### src/rtl/pio_xfer_pkg.sv
// Shared types and sig codes for the PIO block transfer controller.
package pio_xfer_pkg;

  localparam logic [1:0] SIG_IDLE  = 2'b00;
  localparam logic [1:0] SIG_WR    = 2'b01;
  localparam logic [1:0] SIG_RD    = 2'b10;
  localparam logic [1:0] SIG_ABORT = 2'b11;

  typedef enum logic [2:0] {
    RX_IDLE  = 3'd0,
    RX_ACK   = 3'd1,
    ENG_REQ  = 3'd2,
    ENG_WAIT = 3'd3,
    TX_IDLE  = 3'd4,
    TX_ACK   = 3'd5,
    ABORT    = 3'd6
  } xfer_state_e;

  typedef enum logic [2:0] {
    SR_HOLD      = 3'd0,
    SR_CLEAR     = 3'd1,
    SR_LOAD      = 3'd2,
    SR_SHIFT_IN  = 3'd3,
    SR_SHIFT_OUT = 3'd4
  } shreg_op_e;

endpackage

### src/rtl/pio_xfer_if.sv
// PIO handshake and engine block/result bus; slave = controller side.
interface pio_xfer_if #(
  parameter int unsigned NBYTES = 16
);
  logic [7:0]          hw_port_i;
  logic [1:0]          hw_sig_i;
  logic [7:0]          sw_port_o;
  logic [1:0]          sw_sig_o;
  logic [NBYTES*8-1:0] blk_o;
  logic                blk_valid_o;
  logic                blk_ready_i;
  logic [NBYTES*8-1:0] res_i;
  logic                res_valid_i;
  logic                res_ready_o;

  modport slave (
    input  hw_port_i, hw_sig_i, blk_ready_i, res_i, res_valid_i,
    output sw_port_o, sw_sig_o, blk_o, blk_valid_o, res_ready_o
  );

  modport master (
    output hw_port_i, hw_sig_i, blk_ready_i, res_i, res_valid_i,
    input  sw_port_o, sw_sig_o, blk_o, blk_valid_o, res_ready_o
  );
endinterface

### src/rtl/pio_xfer_shreg.sv
// NBYTES-byte block register: clear, parallel load, shift byte in at the
// bottom, shift out from the top (zero fill).
module pio_xfer_shreg
  import pio_xfer_pkg::*;
#(
  parameter int unsigned NBYTES = 16
) (
  input  logic                clk,
  input  logic                rst,
  input  shreg_op_e           op,
  input  logic [7:0]          din,
  input  logic [NBYTES*8-1:0] load_blk,
  output logic [NBYTES*8-1:0] blk,
  output logic [7:0]          top_c
);
  localparam int unsigned BLK_W = NBYTES * 8;

  // Block register update.
  always_ff @(posedge clk) begin
    if (rst) begin
      blk <= '0;
    end else begin
      case (op)
        SR_CLEAR:     blk <= '0;
        SR_LOAD:      blk <= load_blk;
        SR_SHIFT_IN:  blk <= {blk[BLK_W-9:0], din};
        SR_SHIFT_OUT: blk <= {blk[BLK_W-9:0], 8'h00};
        default:      blk <= blk;
      endcase
    end
  end

  assign top_c = blk[BLK_W-1 -: 8];
endmodule

### src/rtl/pio_xfer_ctrl.sv
// PIO-to-engine block transfer controller: collects NBYTES bytes over a
// level handshake, hands the block to the engine, returns the result bytewise.
// Optional PIO_XFER_STATUS_EN adds blk_cnt_o, a count of engine handshakes.
module pio_xfer_ctrl
  import pio_xfer_pkg::*;
#(
  parameter int unsigned NBYTES = 16
) (
  input  logic             clk_clk,
  input  logic             reset_reset,
  pio_xfer_if.slave        bus
`ifdef PIO_XFER_STATUS_EN
  ,
  output logic [15:0]      blk_cnt_o
`endif
);
  localparam int unsigned BLK_W = NBYTES * 8;
  localparam int unsigned CNT_W = $clog2(NBYTES);

  xfer_state_e      state_q, state_d;
  logic [CNT_W-1:0] cnt_q, cnt_d;
  logic [7:0]       hw_port_q;
  logic [1:0]       hw_sig_q;
  logic [1:0]       sw_sig_d;
  logic [7:0]       sw_port_d;
  shreg_op_e        sr_op;
  logic [BLK_W-1:0] blk_q;
  logic [7:0]       top_c;
  logic             last_c;

  assign last_c = (cnt_q == CNT_W'(NBYTES - 1));

  pio_xfer_shreg #(.NBYTES(NBYTES)) u_shreg (
    .clk      (clk_clk),
    .rst      (reset_reset),
    .op       (sr_op),
    .din      (hw_port_q),
    .load_blk (bus.res_i),
    .blk      (blk_q),
    .top_c    (top_c)
  );

  assign bus.blk_o = blk_q;

  // Input capture stage; all decisions use these registered values.
  always_ff @(posedge clk_clk) begin
    if (reset_reset) begin
      hw_port_q <= '0;
      hw_sig_q  <= SIG_IDLE;
    end else begin
      hw_port_q <= bus.hw_port_i;
      hw_sig_q  <= bus.hw_sig_i;
    end
  end

  // State, counter and registered outputs.
  always_ff @(posedge clk_clk) begin
    if (reset_reset) begin
      state_q         <= RX_IDLE;
      cnt_q           <= '0;
      bus.sw_sig_o    <= SIG_IDLE;
      bus.sw_port_o   <= '0;
      bus.blk_valid_o <= 1'b0;
      bus.res_ready_o <= 1'b0;
    end else begin
      state_q         <= state_d;
      cnt_q           <= cnt_d;
      bus.sw_sig_o    <= sw_sig_d;
      bus.sw_port_o   <= sw_port_d;
      bus.blk_valid_o <= (state_d == ENG_REQ);
      bus.res_ready_o <= (state_d == ENG_WAIT);
    end
  end

  // Next-state and next-output decode; ABORT code overrides every state.
  always_comb begin
    state_d   = state_q;
    cnt_d     = cnt_q;
    sw_sig_d  = bus.sw_sig_o;
    sw_port_d = bus.sw_port_o;
    sr_op     = SR_HOLD;
    if (hw_sig_q == SIG_ABORT) begin
      state_d  = ABORT;
      sw_sig_d = SIG_ABORT;
      cnt_d    = '0;
      sr_op    = SR_CLEAR;
    end else begin
      case (state_q)
        RX_IDLE: begin
          if (hw_sig_q == SIG_WR) begin
            sr_op    = SR_SHIFT_IN;
            sw_sig_d = SIG_WR;
            state_d  = RX_ACK;
          end
        end
        RX_ACK: begin
          if (hw_sig_q == SIG_IDLE) begin
            sw_sig_d = SIG_IDLE;
            if (last_c) begin
              cnt_d   = '0;
              state_d = ENG_REQ;
            end else begin
              cnt_d   = cnt_q + CNT_W'(1);
              state_d = RX_IDLE;
            end
          end
        end
        ENG_REQ: begin
          if (bus.blk_ready_i) state_d = ENG_WAIT;
        end
        ENG_WAIT: begin
          if (bus.res_valid_i) begin
            sr_op   = SR_LOAD;
            state_d = TX_IDLE;
          end
        end
        TX_IDLE: begin
          if (hw_sig_q == SIG_RD) begin
            sw_port_d = top_c;
            sw_sig_d  = SIG_RD;
            state_d   = TX_ACK;
          end
        end
        TX_ACK: begin
          if (hw_sig_q == SIG_IDLE) begin
            sw_sig_d = SIG_IDLE;
            sr_op    = SR_SHIFT_OUT;
            if (last_c) begin
              cnt_d   = '0;
              state_d = RX_IDLE;
            end else begin
              cnt_d   = cnt_q + CNT_W'(1);
              state_d = TX_IDLE;
            end
          end
        end
        ABORT: begin
          if (hw_sig_q == SIG_IDLE) begin
            sw_sig_d = SIG_IDLE;
            state_d  = RX_IDLE;
          end
        end
        default: state_d = RX_IDLE;
      endcase
    end
  end

`ifdef PIO_XFER_STATUS_EN
  logic [15:0] blk_cnt_q;
  logic        blk_xfer_c;

  assign blk_xfer_c = (state_q == ENG_REQ) && bus.blk_ready_i && (hw_sig_q != SIG_ABORT);

  // Completed engine handshakes; wraps, cleared by reset only.
  always_ff @(posedge clk_clk) begin
    if (reset_reset)     blk_cnt_q <= '0;
    else if (blk_xfer_c) blk_cnt_q <= blk_cnt_q + 16'd1;
  end

  assign blk_cnt_o = blk_cnt_q;
`endif
endmodule

### src/flat_wrapper.sv
// flat-port wrapper written by rule: the top's interface ports become plain ports
module pio_xfer_ctrl_flat import pio_xfer_pkg::*;
#(
  parameter int unsigned NBYTES = 16
)
  (clk_clk, reset_reset, bus_hw_port_i, bus_hw_sig_i, bus_blk_ready_i, bus_res_i, bus_res_valid_i, bus_sw_port_o, bus_sw_sig_o, bus_blk_o, bus_blk_valid_o, bus_res_ready_o);
  pio_xfer_if #(.NBYTES(NBYTES)) bus_i ();
  input  logic clk_clk;
  input  logic reset_reset;
  input wire logic [$bits(bus_i.hw_port_i)-1:0] bus_hw_port_i;
  input wire logic [$bits(bus_i.hw_sig_i)-1:0] bus_hw_sig_i;
  input wire logic [$bits(bus_i.blk_ready_i)-1:0] bus_blk_ready_i;
  input wire logic [$bits(bus_i.res_i)-1:0] bus_res_i;
  input wire logic [$bits(bus_i.res_valid_i)-1:0] bus_res_valid_i;
  output wire logic [$bits(bus_i.sw_port_o)-1:0] bus_sw_port_o;
  output wire logic [$bits(bus_i.sw_sig_o)-1:0] bus_sw_sig_o;
  output wire logic [$bits(bus_i.blk_o)-1:0] bus_blk_o;
  output wire logic [$bits(bus_i.blk_valid_o)-1:0] bus_blk_valid_o;
  output wire logic [$bits(bus_i.res_ready_o)-1:0] bus_res_ready_o;
  assign bus_i.hw_port_i = bus_hw_port_i;
  assign bus_i.hw_sig_i = bus_hw_sig_i;
  assign bus_i.blk_ready_i = bus_blk_ready_i;
  assign bus_i.res_i = bus_res_i;
  assign bus_i.res_valid_i = bus_res_valid_i;
  assign bus_sw_port_o = bus_i.sw_port_o;
  assign bus_sw_sig_o = bus_i.sw_sig_o;
  assign bus_blk_o = bus_i.blk_o;
  assign bus_blk_valid_o = bus_i.blk_valid_o;
  assign bus_res_ready_o = bus_i.res_ready_o;
  pio_xfer_ctrl #(.NBYTES(NBYTES)) u_core (.clk_clk(clk_clk), .reset_reset(reset_reset), .bus(bus_i));
endmodule
### config.mk
export PLATFORM = sky130hd
export DESIGN_NAME = pio_xfer_ctrl_flat
export DESIGN_NICKNAME = d
export VERILOG_FILES = /design/src/rtl/pio_xfer_pkg.sv /design/src/rtl/pio_xfer_if.sv /design/src/rtl/pio_xfer_shreg.sv /design/src/rtl/pio_xfer_ctrl.sv /design/src/flat_wrapper.sv
export SDC_FILE = /design/constraint.sdc
export NUM_CORES = 1
export LEC_CHECK = 0
export CORE_ASPECT_RATIO = 1.25
export CORE_MARGIN = 2
export CORE_UTILIZATION = 40
export CTS_CLUSTER_DIAMETER = 50
export DETAILED_ROUTE_END_ITERATION = 12
export PLACE_DENSITY = 0.81
export SYNTH_ARGS = -nofsm -noshare
export SYNTH_HDL_FRONTEND = slang
export SYNTH_SLANG_ARGS = --single-unit
### constraint.sdc
create_clock -name clk_clk -period 1.68 [get_ports clk_clk]
set_input_delay 0.336 -clock clk_clk [delete_from_list [all_inputs] [get_ports clk_clk]]
set_output_delay 0.336 -clock clk_clk [all_outputs]
set_load 0.02 [all_outputs]
== Yosys cells after proc, flatten, opt, wreduce, memory -nomap -nowiden ==
Cells that the tools add are included.

* Bits in registers: 157
* Logic and storage cells: 63

* Add/subtract/negate cells: 1
* Equal/unequal tests: 19
* Multiplexer cells: 23
* Bitwise logic cells: 1
* Reductions and logical operators: 10

{| class="wikitable"
|+ Operator list
! kind !! count
|-
| case mux 128 bit (4 select lines) || 1
|-
| 2-to-1 mux 3 bit || 11
|-
| case mux 3 bit (7 select lines) || 1
|-
| == test 3 x 2 -> 1 bit (second input constant) || 6
|-
| 2-to-1 mux 2 bit || 7
|-
| == test 3 bit (second input constant) || 4
|-
| != test 3 x 1 -> 1 bit (second input constant) || 3
|-
| case mux 3 bit (3 select lines) || 1
|-
| nonzero test 4 bit || 2
|-
| == test 3 x 1 -> 1 bit (second input constant) || 2
|-
| case mux 2 bit (3 select lines) || 1
|-
| adder 4 x 1 -> 4 bit (second input constant) || 1
|-
| == test 2 bit (second input constant) || 2
|-
| == test 4 bit (second input constant) || 1
|-
| 2-to-1 mux 4 bit || 1
|-
| AND reduction 4 bit || 1
|-
| OR reduction 2 bit || 2
|-
| logical NOT 3 bit || 1
|-
| AND reduction 3 bit || 1
|-
| OR reduction 3 bit || 1
|-
| == test 2 x 1 -> 1 bit (second input constant) || 1
|-
| logical NOT 2 bit || 1
|-
| AND reduction 2 bit || 1
|-
| inverter 1 bit || 1
|}

== Longest topological paths before layout ==
* Depth after elaboration: 6
* Depth in mapped cells: 7
* Depth with buffers taken out: 5

== By module ==
Synthesis repeated with hierarchy kept, for this count alone.

* Cells, all modules: 864
* Area total of the unflattened synthesis: 6896.6 um2

{| class="wikitable"
|+ Modules (own cells, without submodules)
! module !! times used !! cells an instance !! area each (um2)
|-
| pio_xfer_shreg || 1 || 737 || 5670.4
|-
| pio_xfer_ctrl || 1 || 127 || 1226.2
|}

== Worst setup path after synthesis ==
No wires, ideal clock.

* Path kind: register to register
* Start: register u_core.state_q[0]
* End: register u_core.bus.res_ready_o
* Arrival: 1.349 ns
* Data required time: 1.607 ns
* Path slack: 0.258 ns
* Cell stages (with the launch flop): 5
* Path buffers: 0
* Clock period less this slack: 1.422 ns
* Cells stage by stage: dfxtp_1 or4b_4 o31ai_4 o21bai_2 nor3_2

* Longest elaborated chain between the ends: 4
* Elaborated cells between the ends (all ways): 17

{| class="wikitable"
|+ RTL lines
! element !! line !! source
|-
| from (decl) || pio_xfer_ctrl.sv:20 || <nowiki>xfer_state_e state_q, state_d;</nowiki>
|-
| from (signal assigned) || pio_xfer_ctrl.sv:66 || <nowiki>state_q <= state_d;</nowiki>
|-
| == test 3 bit (tied with other cells) || pio_xfer_ctrl.sv:88 || <nowiki>case (state_q)</nowiki>
|-
| case mux 3 bit (7 select lines) (*) || pio_xfer_ctrl.sv:88 ||
|-
| 2-to-1 mux 3 bit (*) || pio_xfer_ctrl.sv:82 || <nowiki>if (hw_sig_q == SIG_ABORT) begin</nowiki>
|-
| == test 3 x 2 -> 1 bit (*) || pio_xfer_ctrl.sv:71 || <nowiki>bus.res_ready_o <= (state_d == ENG_WAIT);</nowiki>
|-
| to (signal assigned) || pio_xfer_ctrl.sv:71 ||
|-
| to (decl) || pio_xfer_if.sv:18 || <nowiki>output sw_port_o, sw_sig_o, blk_o, blk_valid_o, res_ready_o</nowiki>
|}

Every way passes the cells marked *; elsewhere a longest branch is shown, timed or not.
A chain may end at the register's enable or synchronous reset.

== Worst setup path after layout ==
* Start: register u_core.hw_sig_q[0]
* End: register u_core.u_shreg.blk[75]

* Longest elaborated chain between the ends: 6
* Elaborated cells between the ends (all ways): 13

{| class="wikitable"
|+ RTL lines
! element !! line !! source
|-
| from (decl) || pio_xfer_ctrl.sv:23 || <nowiki>logic [1:0] hw_sig_q;</nowiki>
|-
| from (signal assigned) || pio_xfer_ctrl.sv:52 || <nowiki>hw_sig_q <= bus.hw_sig_i;</nowiki>
|-
| == test 2 x 1 -> 1 bit or logical NOT 2 bit (tied branches) || pio_xfer_ctrl.sv:90, pio_xfer_ctrl.sv:125 ||
|-
| 2-to-1 mux 2 bit or 2-to-1 mux 3 bit (tied branches) || pio_xfer_ctrl.sv:90, pio_xfer_ctrl.sv:125 ||
|-
| case mux 3 bit (3 select lines) || pio_xfer_ctrl.sv:88 ||
|-
| 2-to-1 mux 3 bit (*) || pio_xfer_ctrl.sv:82 ||
|-
| == test 3 bit (tied with other cells) || pio_xfer_shreg.sv:23 || <nowiki>case (op)</nowiki>
|-
| case mux 128 bit (4 select lines) or nonzero test 4 bit (tied branches) || -- ||
|-
| to (signal assigned) || pio_xfer_shreg.sv:25 || <nowiki>SR_LOAD: blk <= load_blk;</nowiki>
|-
| to (signal assigned) || pio_xfer_shreg.sv:26 || <nowiki>SR_SHIFT_IN: blk <= {blk[BLK_W-9:0], din};</nowiki>
|-
| to (signal assigned) || pio_xfer_shreg.sv:27 || <nowiki>SR_SHIFT_OUT: blk <= {blk[BLK_W-9:0], 8'h00};</nowiki>
|-
| to (decl) || pio_xfer_shreg.sv:13 || <nowiki>output logic [NBYTES*8-1:0] blk,</nowiki>
|}

Marked as above.

==> summary.log <==
qor: synth.yosysMostFrequentCell sky130_fd_sc_hd__dfxtp_1
qor: placement.hpwlAfterDp 16500 um
qor: synth.synth_top_cell_by_area sky130_fd_sc_hd__dfxtp_1
qor: power.power_per_cell_area 803 mW/mm^2
qor: min_path.holdCritPathClass primary input to register
qor: worst_setup_path.regToRegStartpoint u_core.hw_sig_q[0]
qor: placement.port_buffers 281
qor: detailed_routing.drtAntennaViolNets 0
qor: cells_and_area.num-nets-final 1135
qor: sta.fin_crit 1630 ps
qor: clocking.clkSinkCount 157
qor: global_routing.grt_pass1_wl 37500 um
qor: clocking.cts.hold.buffers_added 0
qor: cells_and_area.final_util 0.641
qor: floorplan.die_height 148 um
qor: sta.f_max 0.612 GHz
qor: clocking.cts_tree yes
qor: worst_setup_path.worst_setup_path_startpoint u_core.hw_sig_q[0]
qor: synth.synthCells 731
qor: synth.synthMuxAreaShare 0.0121
qor: global_routing.grt_antenna_before_repair 1
qor: sta.timing_max_transition_violations_final 0
qor: floorplan.core_area 0.0162 mm^2
qor: floorplan.die_x 119 um
qor: sta.final_hold_violation_count 0
qor: synth.syn_nets 874
qor: worst_setup_path.timing.critical_path.cells nor3b_2 -> buf_4 -> o21ai_4 -> buf_6 -> buf_12 -> nand4_1 -> a21oi_2
qor: global_routing.groute.usage.overall 0.265
qor: detailed_routing.detail_route.iter0.violations 701
qor: synth.syn-cell-area 0.00664 mm^2
qor: sta.final.setup.tns 0 ps
qor: power.vdd_ir_drop_max 0.507 mV
qor: min_path.hold_path_startpoint reset_reset
qor: floorplan.io_pins 282
qor: sta.min_period_over_period 0.972
qor: clocking.clk_latency 430 ps
qor: worst_setup_path.crit_buf_inv 3
qor: synth.syn-mean-instance-area 9.08 um^2
qor: worst_setup_path.cp_launch_type register
qor: worst_setup_path.max_stage_delay 380 ps
qor: worst_setup_path.worst_path_max_delay_cell sky130_fd_sc_hd__dfxtp_4
qor: clocking.clock_tree.root_cell sky130_fd_sc_hd__clkbuf_16
qor: power.p_leak 4.07 nW
qor: cells_and_area.number_of_fill_cells_in_the_layout 1400
qor: floorplan.floorplan.initialDensity 0.410
qor: detailed_routing.firstDrtPassIters 7
qor: synth.number_of_enable_type_register_cells_in_the_synthesized_netlist 0
qor: sta.finClkSkew 20.0 ps
qor: sta.finalHoldWorstSlack 182 ps
qor: global_routing.grt.overflow.total 0
qor: synth.ys_dominant_reg_cell sky130_fd_sc_hd__dfxtp_1
qor: synth.ys.warnings.count 0
qor: synth.synth.cells.most_frequent sky130_fd_sc_hd__dfxtp_1, sky130_fd_sc_hd__a21oi_1, sky130_fd_sc_hd__a22oi_1, sky130_fd_sc_hd__nand4_1, sky130_fd_sc_hd__clkbuf_1
qor: worst_setup_path.cp_data_required_time 2040 ps
qor: synth.synth_compound_area_frac 0.268
qor: detailed_routing.vias 7283
qor: cells_and_area.drive_above_1_share 0.109
qor: floorplan.floorplan.die_area 0.0176 mm^2
qor: global_routing.maximum_number_of_pins_on_one_net_before_global_route_repair 83
qor: synth.yosysUniqueCellTypes 45
qor: synth.asyncSetResetFlopFracSynth 0
qor: clocking.total_cts_buffers 17
qor: worst_setup_path.critical_path.top_delay_family buffers and inverters
qor: detailed_routing.wl_per_cell 20.3 um
qor: synth.synth_fa_ha_area_frac 0.00189
qor: global_routing.first_global_vias 6900
qor: detailed_routing.drt_total_wl 24800 um
qor: worst_setup_path.worstSetupEndpointType register
qor: synth.post_synth_top_area_share 0.474
qor: run.drv.max_cap_violation_count 0
qor: worst_setup_path.critical_path.max_fanout 14
qor: sta.worst_pin_slew 385 ps
qor: sta.setup_viol 0
qor: synth.largest_family_of_logic_cells_by_synthesized_area compound AO/OA/AOI/OAI gates
qor: floorplan.placement_rows 52
qor: synth.yosys.area_share.xor_xnor 0.00132
qor: sta.slew_headroom 0.736
qor: detailed_routing.drc 0
qor: worst_setup_path.worst-endpoint-arrival 1990 ps
qor: synth.synth-simple-area-share 0.179
qor: synth.synth_seq_cells 157
qor: clocking.clkSlewWorstSetupHoldPaths 70 ps
qor: cells_and_area.area_delta_synth_final 56.4%
qor: synth.seq_area_frac_synth 0.474
qor: worst_setup_path.timing.setup.critical_path_class register to register
qor: clocking.cts_htree_levels 4
qor: placement.gpl.final_weighted_congestion 0.839
qor: detailed_routing.avgViaCountPerCell 5.96
qor: synth.synth.area.top_cells sky130_fd_sc_hd__dfxtp_1, sky130_fd_sc_hd__a22oi_1, sky130_fd_sc_hd__nand4_1
qor: run_status.outcome finished, final reports clean
qor: clocking.ctsLongestPathBuffers 2
## placed cells by master, fill, tap and decap left out, drive strengths merged, types with 2 or more instances in the layout
master,synthesis,routed
dfxtp,157,157
clkdlybuf4s50,0,140
dlygate4sd2,0,138
a21oi,136,136
nand4,128,128
a22oi,128,128
buf,48,51
clkbuf,43,22
nor2,21,21
nor2b,10,10
nand2,9,9
mux2i,8,8
clkinvlp,0,5
nand2b,4,4
o21a,4,4
o21ai,4,4
inv,1,4
nor3,3,3
clkinv,0,3
nand3b,2,2
or3b,2,2
dlymetal6s2s,0,2
nor3b,2,2
or4b,2,2
a2111oi,2,2
or3,2,2
## repair_timing
item | CTS | global route
pin swaps | 0 | 3
hold endpoints to repair | 0 | 0
setup buffers | 0 | 5
resized for setup | 143 | 17
gates cloned | 0 | 2
setup endpoints to repair | 196 | 87
## logic make-up after synthesis
family	count (synthesis)
xor gates and xnor gates	1
DFF	157
muxes	8
AOI/OAI and AO/OA	281
buffers and inverters	92
and+or+nand+nor	191
adders and majority gates	1
## where the power goes
group / total (W) / switching, W / internal [W] / leakage, nW
registers: 0.00379 / 0.0000352 / 0.00376 / 1.27
clock network: 0.00368 / 0.00159 / 0.00209 / 0.259
logic: 0.000866 / 0.000397 / 0.000470 / 2.54
## layer usage
| layer | share of wire | global-route usage | routed length [um] | vias to the layer above |
|---|---|---|---|---|
| met4 | 0.034 | 0.128 | 847 | 0 |
| met5 | 0 | 0 | 0 | - |
| li1 | - | - | - | 3382 |
| met1 | 0.39 | 0.327 | 9600 | 3487 |
| met3 | 0.073 | 0.0613 | 1810 | 57 |
| met2 | 0.50 | 0.438 | 12500 | 357 |
## through the flow
step	setup slack (ps)	cells	area, um^2	power [W]
2_1_floorplan	258	731	6640	0.00418
3_3_place_gp	-249	1182	9840	0.00469
3_5_place_dp	-300	1182	9840	0.00469
4_1_cts	0.535	1214	10200	0.00832
5_1_grt	-24.1	1222	10400	0.00861
6_report	47.1	1222	10400	0.00833
## path summary, 6_finish.rpt
| check | to | slack, ps | cells after the start |
|---|---|---|---|
| worst max-delay path | u_core.u_shreg.blk[75] | 50 | 7 |
| worst max register to register | u_core.u_shreg.blk[75] | 50 | 7 |
| worst min register to register | u_core.u_shreg.blk[41] | 480 | 2 |
| worst min-delay path | u_core.bus.sw_sig_o[1] | 180 | 2 |
## state kept, by name, indices dropped and copies added, names as in the netlist
signal and flops:
u_core.bus.blk_valid_o 1, u_core.hw_port_q 8, u_core.hw_sig_q 2, u_core.bus.sw_port_o 8
u_core.cnt_q 4, u_core.u_shreg.blk 128, u_core.state_q 3, u_core.bus.sw_sig_o 2
u_core.bus.res_ready_o 1
## final cells by class
| cell class | count | area [um^2] | area share |
|---|---|---|---|
| repair buffers | 333 | 3250 | 0.313 |
| flip-flops and latches | 157 | 3160 | 0.304 |
| multi-input cells | 482 | 3140 | 0.303 |
| clock buffers | 20 | 447 | 0.0430 |
| well taps | 216 | 270 | 0.0260 |
| clock inverters | 12 | 113 | 0.0109 |
| inverters | 1 | 3.75 | 0.000362 |
| diodes | 1 | 2.50 | 0.000241 |
Note: power is estimated with default switching activity, not from simulation.
